File: src/rtl/ram_burst_ctrl_pkg.sv
// Shared types and constants for the RAM burst controller.
// Holds the controller FSM states and the read-buffer geometry.
package ram_burst_ctrl_pkg;

  typedef enum logic [1:0] {
    ST_IDLE,
    ST_WRITE,
    ST_READ,
    ST_DRAIN
  } state_t;

  localparam int FIFO_DEPTH = 2;
  localparam int FIFO_CNT_W = $clog2(FIFO_DEPTH + 1);

endpackage

File: src/rtl/burst_rd_fifo.sv
// Two-entry read-data buffer between the RAM return path and the read stream.
// Head entry is presented combinationally; a pop on an empty buffer is ignored.
module burst_rd_fifo
  import ram_burst_ctrl_pkg::*;
#(
  parameter int SIZE_DATA = 8
) (
  input  logic                  i_clk,
  input  logic                  i_rst_n,
  input  logic                  i_push,
  input  logic [SIZE_DATA-1:0]  i_data,
  input  logic                  i_pop,
  output logic [SIZE_DATA-1:0]  o_data,
  output logic                  o_valid,
  output logic [FIFO_CNT_W-1:0] o_count
);

  logic [SIZE_DATA-1:0]  r_mem [FIFO_DEPTH];
  logic                  r_wr_ptr;
  logic                  r_rd_ptr;
  logic [FIFO_CNT_W-1:0] r_count;
  logic                  w_pop;

  assign w_pop   = i_pop && (r_count != '0);
  assign o_valid = (r_count != '0);
  assign o_count = r_count;
  assign o_data  = r_mem[r_rd_ptr];

  always_ff @(posedge i_clk or negedge i_rst_n) begin
    if (!i_rst_n) begin
      for (int i = 0; i < FIFO_DEPTH; i++) begin
        r_mem[i] <= '0;
      end
      r_wr_ptr <= 1'b0;
      r_rd_ptr <= 1'b0;
      r_count  <= '0;
    end else begin
      if (i_push) begin
        r_mem[r_wr_ptr] <= i_data;
        r_wr_ptr        <= ~r_wr_ptr;
      end
      if (w_pop) begin
        r_rd_ptr <= ~r_rd_ptr;
      end
      r_count <= r_count + FIFO_CNT_W'(i_push) - FIFO_CNT_W'(w_pop);
    end
  end

endmodule

File: src/rtl/ram_burst_ctrl.sv
// Burst controller: turns a single start-address/length command into a stream
// of RAM writes or reads, buffering read returns in a 2-entry FIFO.
module ram_burst_ctrl
  import ram_burst_ctrl_pkg::*;
#(
  parameter int SIZE_ADDR = 8,
  parameter int SIZE_DATA = 8,
  parameter int SIZE_LEN  = 8
) (
  input  logic                 i_clk,
  input  logic                 i_rst_n,
  input  logic                 i_cmd_valid,
  output logic                 o_cmd_ready,
  input  logic                 i_cmd_wr,
  input  logic [SIZE_ADDR-1:0] i_cmd_addr,
  input  logic [SIZE_LEN-1:0]  i_cmd_len,
  input  logic                 i_wdata_valid,
  output logic                 o_wdata_ready,
  input  logic [SIZE_DATA-1:0] i_wdata,
  output logic                 o_rdata_valid,
  input  logic                 i_rdata_ready,
  output logic [SIZE_DATA-1:0] o_rdata,
  output logic                 o_ram_rd_en,
  output logic                 o_ram_wr_en,
  output logic [SIZE_ADDR-1:0] o_ram_addr,
  output logic [SIZE_DATA-1:0] o_ram_wdata,
  input  logic [SIZE_DATA-1:0] i_ram_rdata,
  output logic                 o_busy,
  output logic                 o_done
);

  localparam logic [FIFO_CNT_W:0] OCC_LIMIT = (FIFO_CNT_W + 1)'(FIFO_DEPTH);

  state_t                r_state, w_state_next;
  logic [SIZE_ADDR-1:0]  r_addr, w_addr_next;
  logic [SIZE_LEN-1:0]   r_cnt, w_cnt_next;
  logic                  r_inflight;
  logic                  r_done, w_done_next;
  logic                  w_fifo_valid;
  logic                  w_pop;
  logic [FIFO_CNT_W-1:0] w_fifo_count;
  logic [FIFO_CNT_W:0]   w_occupancy;

  // Occupancy credits this cycle's pop so a draining consumer sustains one read per cycle.
  assign w_pop       = w_fifo_valid && i_rdata_ready;
  assign w_occupancy = {1'b0, w_fifo_count} - (FIFO_CNT_W + 1)'(w_pop)
                     + (FIFO_CNT_W + 1)'(r_inflight);

  burst_rd_fifo #(.SIZE_DATA(SIZE_DATA)) u_fifo (
    .i_clk   (i_clk),
    .i_rst_n (i_rst_n),
    .i_push  (r_inflight),
    .i_data  (i_ram_rdata),
    .i_pop   (w_pop),
    .o_data  (o_rdata),
    .o_valid (w_fifo_valid),
    .o_count (w_fifo_count)
  );

  always_comb begin
    w_state_next  = r_state;
    w_addr_next   = r_addr;
    w_cnt_next    = r_cnt;
    w_done_next   = 1'b0;
    o_cmd_ready   = 1'b0;
    o_wdata_ready = 1'b0;
    o_ram_wr_en   = 1'b0;
    o_ram_rd_en   = 1'b0;
    o_ram_addr    = r_addr;
    o_ram_wdata   = i_wdata;
    case (r_state)
      ST_IDLE: begin
        o_cmd_ready = 1'b1;
        if (i_cmd_valid) begin
          w_addr_next  = i_cmd_addr;
          w_cnt_next   = i_cmd_len;
          w_state_next = i_cmd_wr ? ST_WRITE : ST_READ;
        end
      end
      ST_WRITE: begin
        o_wdata_ready = 1'b1;
        o_ram_wr_en   = i_wdata_valid;
        if (i_wdata_valid) begin
          w_addr_next = r_addr + SIZE_ADDR'(1);
          w_cnt_next  = r_cnt - SIZE_LEN'(1);
          if (r_cnt == '0) begin
            w_state_next = ST_IDLE;
            w_done_next  = 1'b1;
          end
        end
      end
      ST_READ: begin
        if (w_occupancy < OCC_LIMIT) begin
          o_ram_rd_en = 1'b1;
          w_addr_next = r_addr + SIZE_ADDR'(1);
          w_cnt_next  = r_cnt - SIZE_LEN'(1);
          if (r_cnt == '0) begin
            w_state_next = ST_DRAIN;
          end
        end
      end
      ST_DRAIN: begin
        if (w_fifo_count == '0 && !r_inflight) begin
          w_state_next = ST_IDLE;
          w_done_next  = 1'b1;
        end
      end
      default: w_state_next = ST_IDLE;
    endcase
  end

  always_ff @(posedge i_clk or negedge i_rst_n) begin
    if (!i_rst_n) begin
      r_state    <= ST_IDLE;
      r_addr     <= '0;
      r_cnt      <= '0;
      r_inflight <= 1'b0;
      r_done     <= 1'b0;
    end else begin
      r_state    <= w_state_next;
      r_addr     <= w_addr_next;
      r_cnt      <= w_cnt_next;
      r_inflight <= o_ram_rd_en;
      r_done     <= w_done_next;
    end
  end

  assign o_busy        = (r_state != ST_IDLE);
  assign o_done        = r_done;
  assign o_rdata_valid = w_fifo_valid;

endmodule
File: config.mk
export PLATFORM = sky130hd
export DESIGN_NAME = ram_burst_ctrl
export DESIGN_NICKNAME = d
export VERILOG_FILES = /design/src/rtl/ram_burst_ctrl_pkg.sv /design/src/rtl/burst_rd_fifo.sv /design/src/rtl/ram_burst_ctrl.sv
export SDC_FILE = /design/constraint.sdc
export NUM_CORES = 1
export LEC_CHECK = 0
export ABC_AREA = 1
export CAP_MARGIN = 30
export CELL_PAD_IN_SITES_DETAIL_PLACEMENT = 1
export CELL_PAD_IN_SITES_GLOBAL_PLACEMENT = 2
export CORE_AREA = 2 2 88 90
export DETAILED_ROUTE_END_ITERATION = 8
export DIE_AREA = 0 0 90 92
export DONT_BUFFER_PORTS = 1
export GPL_TIMING_DRIVEN = 0
export HOLD_SLACK_MARGIN = 0.1
export PLACE_DENSITY = 0.77
export SLEW_MARGIN = 40
export SYNTH_ARGS = -nofsm -noshare
export SYNTH_HDL_FRONTEND = slang
export SYNTH_SLANG_ARGS = --single-unit
File: constraint.sdc
create_clock -name i_clk -period 3.27 [get_ports i_clk]
set_input_delay 0.654 -clock i_clk [delete_from_list [all_inputs] [get_ports i_clk]]
set_output_delay 0.654 -clock i_clk [all_outputs]
set_load 0.005 [all_outputs]
After elaboration in Yosys (flattened, before gate mapping)

Cells that the tools add are included.

Reductions and logical operators: 13
Muxes and demuxes: 31
$lt $le $gt $ge: 4
Bitwise logic cells: 4
Eq/ne operators: 9
Add/sub/neg operators: 6

Operators with widths:

| kind                | count |
|---|---|
| $mux 8              | 10 |
| $pmux 8 s3          | 2 |
| $bwmux 16           | 1 |
| $mux 2              | 7 |
| $ne 2x2->1 const B  | 6 |
| $add 8x1->8 const B | 1 |
| $demux 8 s1         | 1 |
| $logic_not 8->1     | 1 |
| $mux 1              | 8 |
| $pmux 2 s4          | 1 |
| $sub 8x1->8 const B | 1 |
| $reduce_and 6->1    | 1 |
| $eq 2x2->1 const B  | 2 |
| $ge 2x2->1 const B  | 2 |
| $logic_and 1x1->1   | 4 |
| $logic_not 2->1     | 2 |
| $not 1->2           | 2 |
| $reduce_and 4->1    | 1 |
| $reduce_bool 2->1   | 2 |
| $add 3x1->3         | 1 |
| $lt 3x2->1 const B  | 1 |
| $reduce_bool 3->1   | 1 |
| $sub 2x1->3         | 1 |
| $add 2x1->2         | 1 |
| 6 further kinds     | 7 |

Bits in registers: 40
Input bits: 38

Depth between registers and ports, before layout

Depth in word-level cells: 7
Mapped depth: 18
Depth with buffers taken out: 17

Modules after synthesis

A second synthesis with hierarchy kept.

Cell total of the unflattened synthesis: 348
Area, all modules: 2521.2 µm²

Modules (own cells, without submodules):

| module         | area an instance (µm²) | times used | cells each |
|---|---|---|---|
| ram_burst_ctrl | 1610.3                 | 1          | 237 |
| burst_rd_fifo  | 910.9                  | 1          | 111 |

Worst setup path before layout

No wires, ideal clock.

Kind: input to output
Start: input i_rdata_ready
End: output o_ram_rd_en
Slack: 0.636 ns
Arrival: 1.980 ns
Stages on the path: 9
Data required time: 2.616 ns
Cell sequence: nand2_1 > inv_1 > ha_1 > inv_1 > ha_1 > inv_1 > fa_1 > nand3_2 > nor2_1

Longest elaborated chain between the ends: 6

Ends and longest elaborated chain:

| what               | RTL line             | RTL |
|---|---|---|
| start: declaration | ram_burst_ctrl.sv:21 | `input logic i_rdata_ready,` |
| $logic_and 1x1->1  | ram_burst_ctrl.sv:45 | `assign w_pop = w_fifo_valid && i_rdata_ready;` |
| $sub 2x1->3        | ram_burst_ctrl.sv:46 | `assign w_occupancy = {1'b0, w_fifo_count} - (FIFO_CNT_W + 1)'(w_pop)` |
| $add 3x1->3        | ram_burst_ctrl.sv:47 | `+ (FIFO_CNT_W + 1)'(r_inflight);` |
| $lt 3x2->1         | ram_burst_ctrl.sv:93 | `if (w_occupancy < OCC_LIMIT) begin` |
| $mux 1             | ram_burst_ctrl.sv:93 |  |
| $mux 1             | ram_burst_ctrl.sv:71 | `case (r_state)` |
| end: declaration   | ram_burst_ctrl.sv:23 | `output logic o_ram_rd_en,` |

No other way between the ends.

Final worst setup path

Start: register u_fifo.r_count[1] (netlist: u_fifo.o_count[1])
End: output o_ram_rd_en

Longest elaborated chain between the ends: 7

Ends and longest elaborated chain:

| what                     | RTL line             | RTL |
|---|---|---|
| start: declaration       | burst_rd_fifo.sv:21  | `logic [FIFO_CNT_W-1:0] r_count;` |
| start signal: assignment | burst_rd_fifo.sv:45  | `r_count <= r_count + FIFO_CNT_W'(i_push) - FIFO_CNT_W'(w_pop);` |
| $reduce_bool 2->1        | burst_rd_fifo.sv:25  | `assign o_valid = (r_count != '0);` |
| net o_rdata_valid        | ram_burst_ctrl.sv:20 | `output logic o_rdata_valid,` |
| $logic_and 1x1->1        | ram_burst_ctrl.sv:45 |  |
| $sub 2x1->3              | ram_burst_ctrl.sv:46 |  |
| $add 3x1->3              | ram_burst_ctrl.sv:47 |  |
| $lt 3x2->1               | ram_burst_ctrl.sv:93 |  |
| $mux 1                   | ram_burst_ctrl.sv:93 |  |
| $mux 1                   | ram_burst_ctrl.sv:71 |  |

The timed path passes the listed nets, and every way through them passes these cells.

==> run metrics <==
Final Hold Violating Endpoints=0; post-layout min period=around 3.0 ns; met2 Usage GRT=0.269; leak pwr=roughly 1.4 nW; IO Pins=a little under 70; Crit Path Class=register to primary output; post-route ant nets=0; worst slew pin tran=~0.39 ns; sw frac=0.486; Mapped Avg Cell Area=approximately 7.2 um2; Iter 0 DRT Violations=25; status=completed; largest net degree at the start of global routing=41; RSZ-0062 raised after global routing=no; first-pass GRT wire length=about 10000 um; Max-cap violations=0; Sequential Power Share=0.335; final worst path period share=0.932; Synth Area in XOR/XNOR=0.00363; register area share after synthesis=0.415; antenna violations before repair=0; Critical Path End Type=primary output; Yosys reg bits=40; count of input and output buffers=0; fillers=953; PD cells=1070 nW/um2; Cells after Synth=approximately 330; fraction of the mapped netlist area in adder cells=0.0549; layout cells sized above 1=0.105; ant diodes=0; H-tree level count=2; Synth Flop Type=dfrtp_1; DIE AREA=~8300 um2; post_cts resized=0; gpl congestion=around 0.75; max-slew violation count=0; Compound-Gate Fraction of Synth Area=0.0881; Worst EP required=between 2 and 3 ns; worst clock skew=~0.0054 ns; dpl hpwl=4500 um; Final Routed Wirelength=about 6000 um; NetSw=1.38 mW; Setup violations, final=0; Root Driver=clkbuf_8; syn nets=382; count leader, synth=nand2_1; final layout net count=between 300 and 400; commonest cells in the netlist=nand2_1 (139), dfrtp_1 (40), inv_1 (38); startpoint types=register; critical path fanouts, max=3; Synth area leader=dfrtp_1; CTS tree=done; met1 GRT Util=0.195; latest clock arrival within the worst-skew pair=~0.30 ns; setup TNS=0 ns; Internal=roughly 1.5 mW; Sink Count=40; Simple-Gate Fraction of Synth Area=0.318; area occupied by multi-input gates=~1100 um2; Yosys warning count=0; fmax=approximately 0.33 GHz; global route overflow=0; Initial DRT Pass Iterations=4; Total GRT Usage=0.156; Vias/cell=between 4 and 5; Clk pin slew, worst setup/hold paths=0.09 ns; Core ar.=around 7400 um2; die width=90 um; async set-reset flop share out of synthesis=1.00; Vert. Die Dim=about 92 um; combinational share of power=0.535; Post-Syn Area=roughly 2400 um2; largest cells by area after synthesis=dfrtp_1 (41%), nand2_1 (22%), inv_1 (5.9%), o21ai_0 (5.6%), ha_1 (4.7%); Yosys cell types=29; most used routing layer=met2; Post-synth EDFFs=0; # DRC=0; Num CTS Buffers=5; IR drop worst, VDD=~0.44 mV; Layout Cells excl Fill=approximately 450; P&R area growth vs syn=10.5%; clock power share=0.130; post-placement cell count=~440; register area=between 1000 and 1500 um2; share of the synthesized area in the top cell type=0.415; vias in the first global route=2125; Max Buffers Root-to-Sink=2; Hold Path Class=primary input to asynchronous set/reset pin; met3 Use GR=0.0386; vias=2089; initial core utilization=0.324; critical path arrival=roughly 2.4 ns; main combinational cell family by area after synthesis=simple AND/OR/NAND/NOR gates; post-synthesis mux area share=0; routed length per placed instance=13.8 um; Cell Rows=32; Rel. slew slack=0.741
[area by class of cell]
| cell class | count | share of cell area |
|---|---|---|
| Timing Repair Buffer | 1 | 0.0103 |
| Sequential cell | 40 | 0.375 |
| Clock buffer | 6 | 0.0310 |
| Buffer | 17 | 0.0483 |
| Inverter | 42 | 0.0610 |
| Multi-Input combinational cell | 235 | 0.421 |
| Clock inverter | 2 | 0.00563 |
| Tap cell | 102 | 0.0478 |
[metal layers]
metal | wire length (um) | part of all wire
met1 | 2740 | 0.44
met2 | 3060 | 0.50
met5 | 0 | 0
met3 | 284 | 0.046
met4 | 72 | 0.012
[critical path, stage by stage (launching register included)]
cell     delay [ns]
dfrtp_1        0.43
inv_2          0.10
nand2_1        0.09
nand2_1        0.10
inv_1          0.05
ha_1           0.28
inv_1          0.05
ha_1           0.13
inv_1          0.05
fa_1           0.51
nand3_2        0.10
nor2_1         0.20
[registers in the layout (all words and copies together) (netlist names)]
name	count
u_fifo.r_wr_ptr	1
r_state	2
u_fifo.o_count	2
r_inflight	1
u_fifo.r_mem	16
o_ram_addr	8
r_cnt	8
o_done	1
u_fifo.r_rd_ptr	1
[worst paths after layout]
path                                   start          endpoint  slack, ns  depth (start not counted)
min                                  i_rst_n  u_fifo.r_mem[11]       0.18                          1
max in group asynchronous            i_rst_n     o_ram_addr[1]       2.89                          1
min in group i_clk           u_fifo.r_mem[9]   u_fifo.r_mem[9]       0.49                          2
max reg2reg                u_fifo.o_count[1]          r_cnt[3]       0.68                         15
min reg2reg                  u_fifo.r_mem[9]   u_fifo.r_mem[9]       0.49                          2
max                        u_fifo.o_count[1]       o_ram_rd_en       0.22                         11
[cell usage in the layout (no fill, tap or decap), types with 3 or more instances in the layout]
cell type and n:
buf_2 3, buf_4 9, clkbuf_8 6, dfrtp_1 40
ha_1 9, inv_1 38, nand2_1 139, nand3_1 20
nand4_1 3, nor2_1 18, o21ai_0 27, o21ai_2 3
o21bai_1 4
[cell families after synthesis]
kind of cell,count (synthesis)
buf+inv,59
simple gates,187
compound gates,37
flops,40
xor+xnor,1
fa+ha+maj,10
[metrics by stage]
step	area, um2	power, mW	hold WS (ns)	util	setup WS (ns)
after floorplan	2410	2.10	0.358	-	0.636
after global placement	2540	2.45	0.359	0.341	0.514
after detailed placement	2540	2.52	0.359	0.341	0.499
after CTS	2670	2.91	0.179	0.358	0.168
after global routing	2670	3.19	0.181	0.358	0.0388
final	2670	2.85	0.179	0.358	0.222
[power groups by stage]
| stage | logic (mW) | registers [mW] | clock network, mW |
|---|---|---|---|
| 3_5_place_dp | 1.55 | 0.964 | 0 |
| 5_1_grt | 1.79 | 0.993 | 0.401 |
| 6_report | 1.52 | 0.953 | 0.371 |
| 2_1_floorplan | 1.20 | 0.902 | 0 |
| 4_1_cts | 1.57 | 0.956 | 0.385 |
| 3_3_place_gp | 1.50 | 0.951 | 0 |
[timing repair]
action / in CTS / in global routing
setup buffers: 0 / 0
hold endpoints to repair: 40 / 0
hold buffers: 1 / 0
Note: power is estimated with default switching activity, not from simulation.
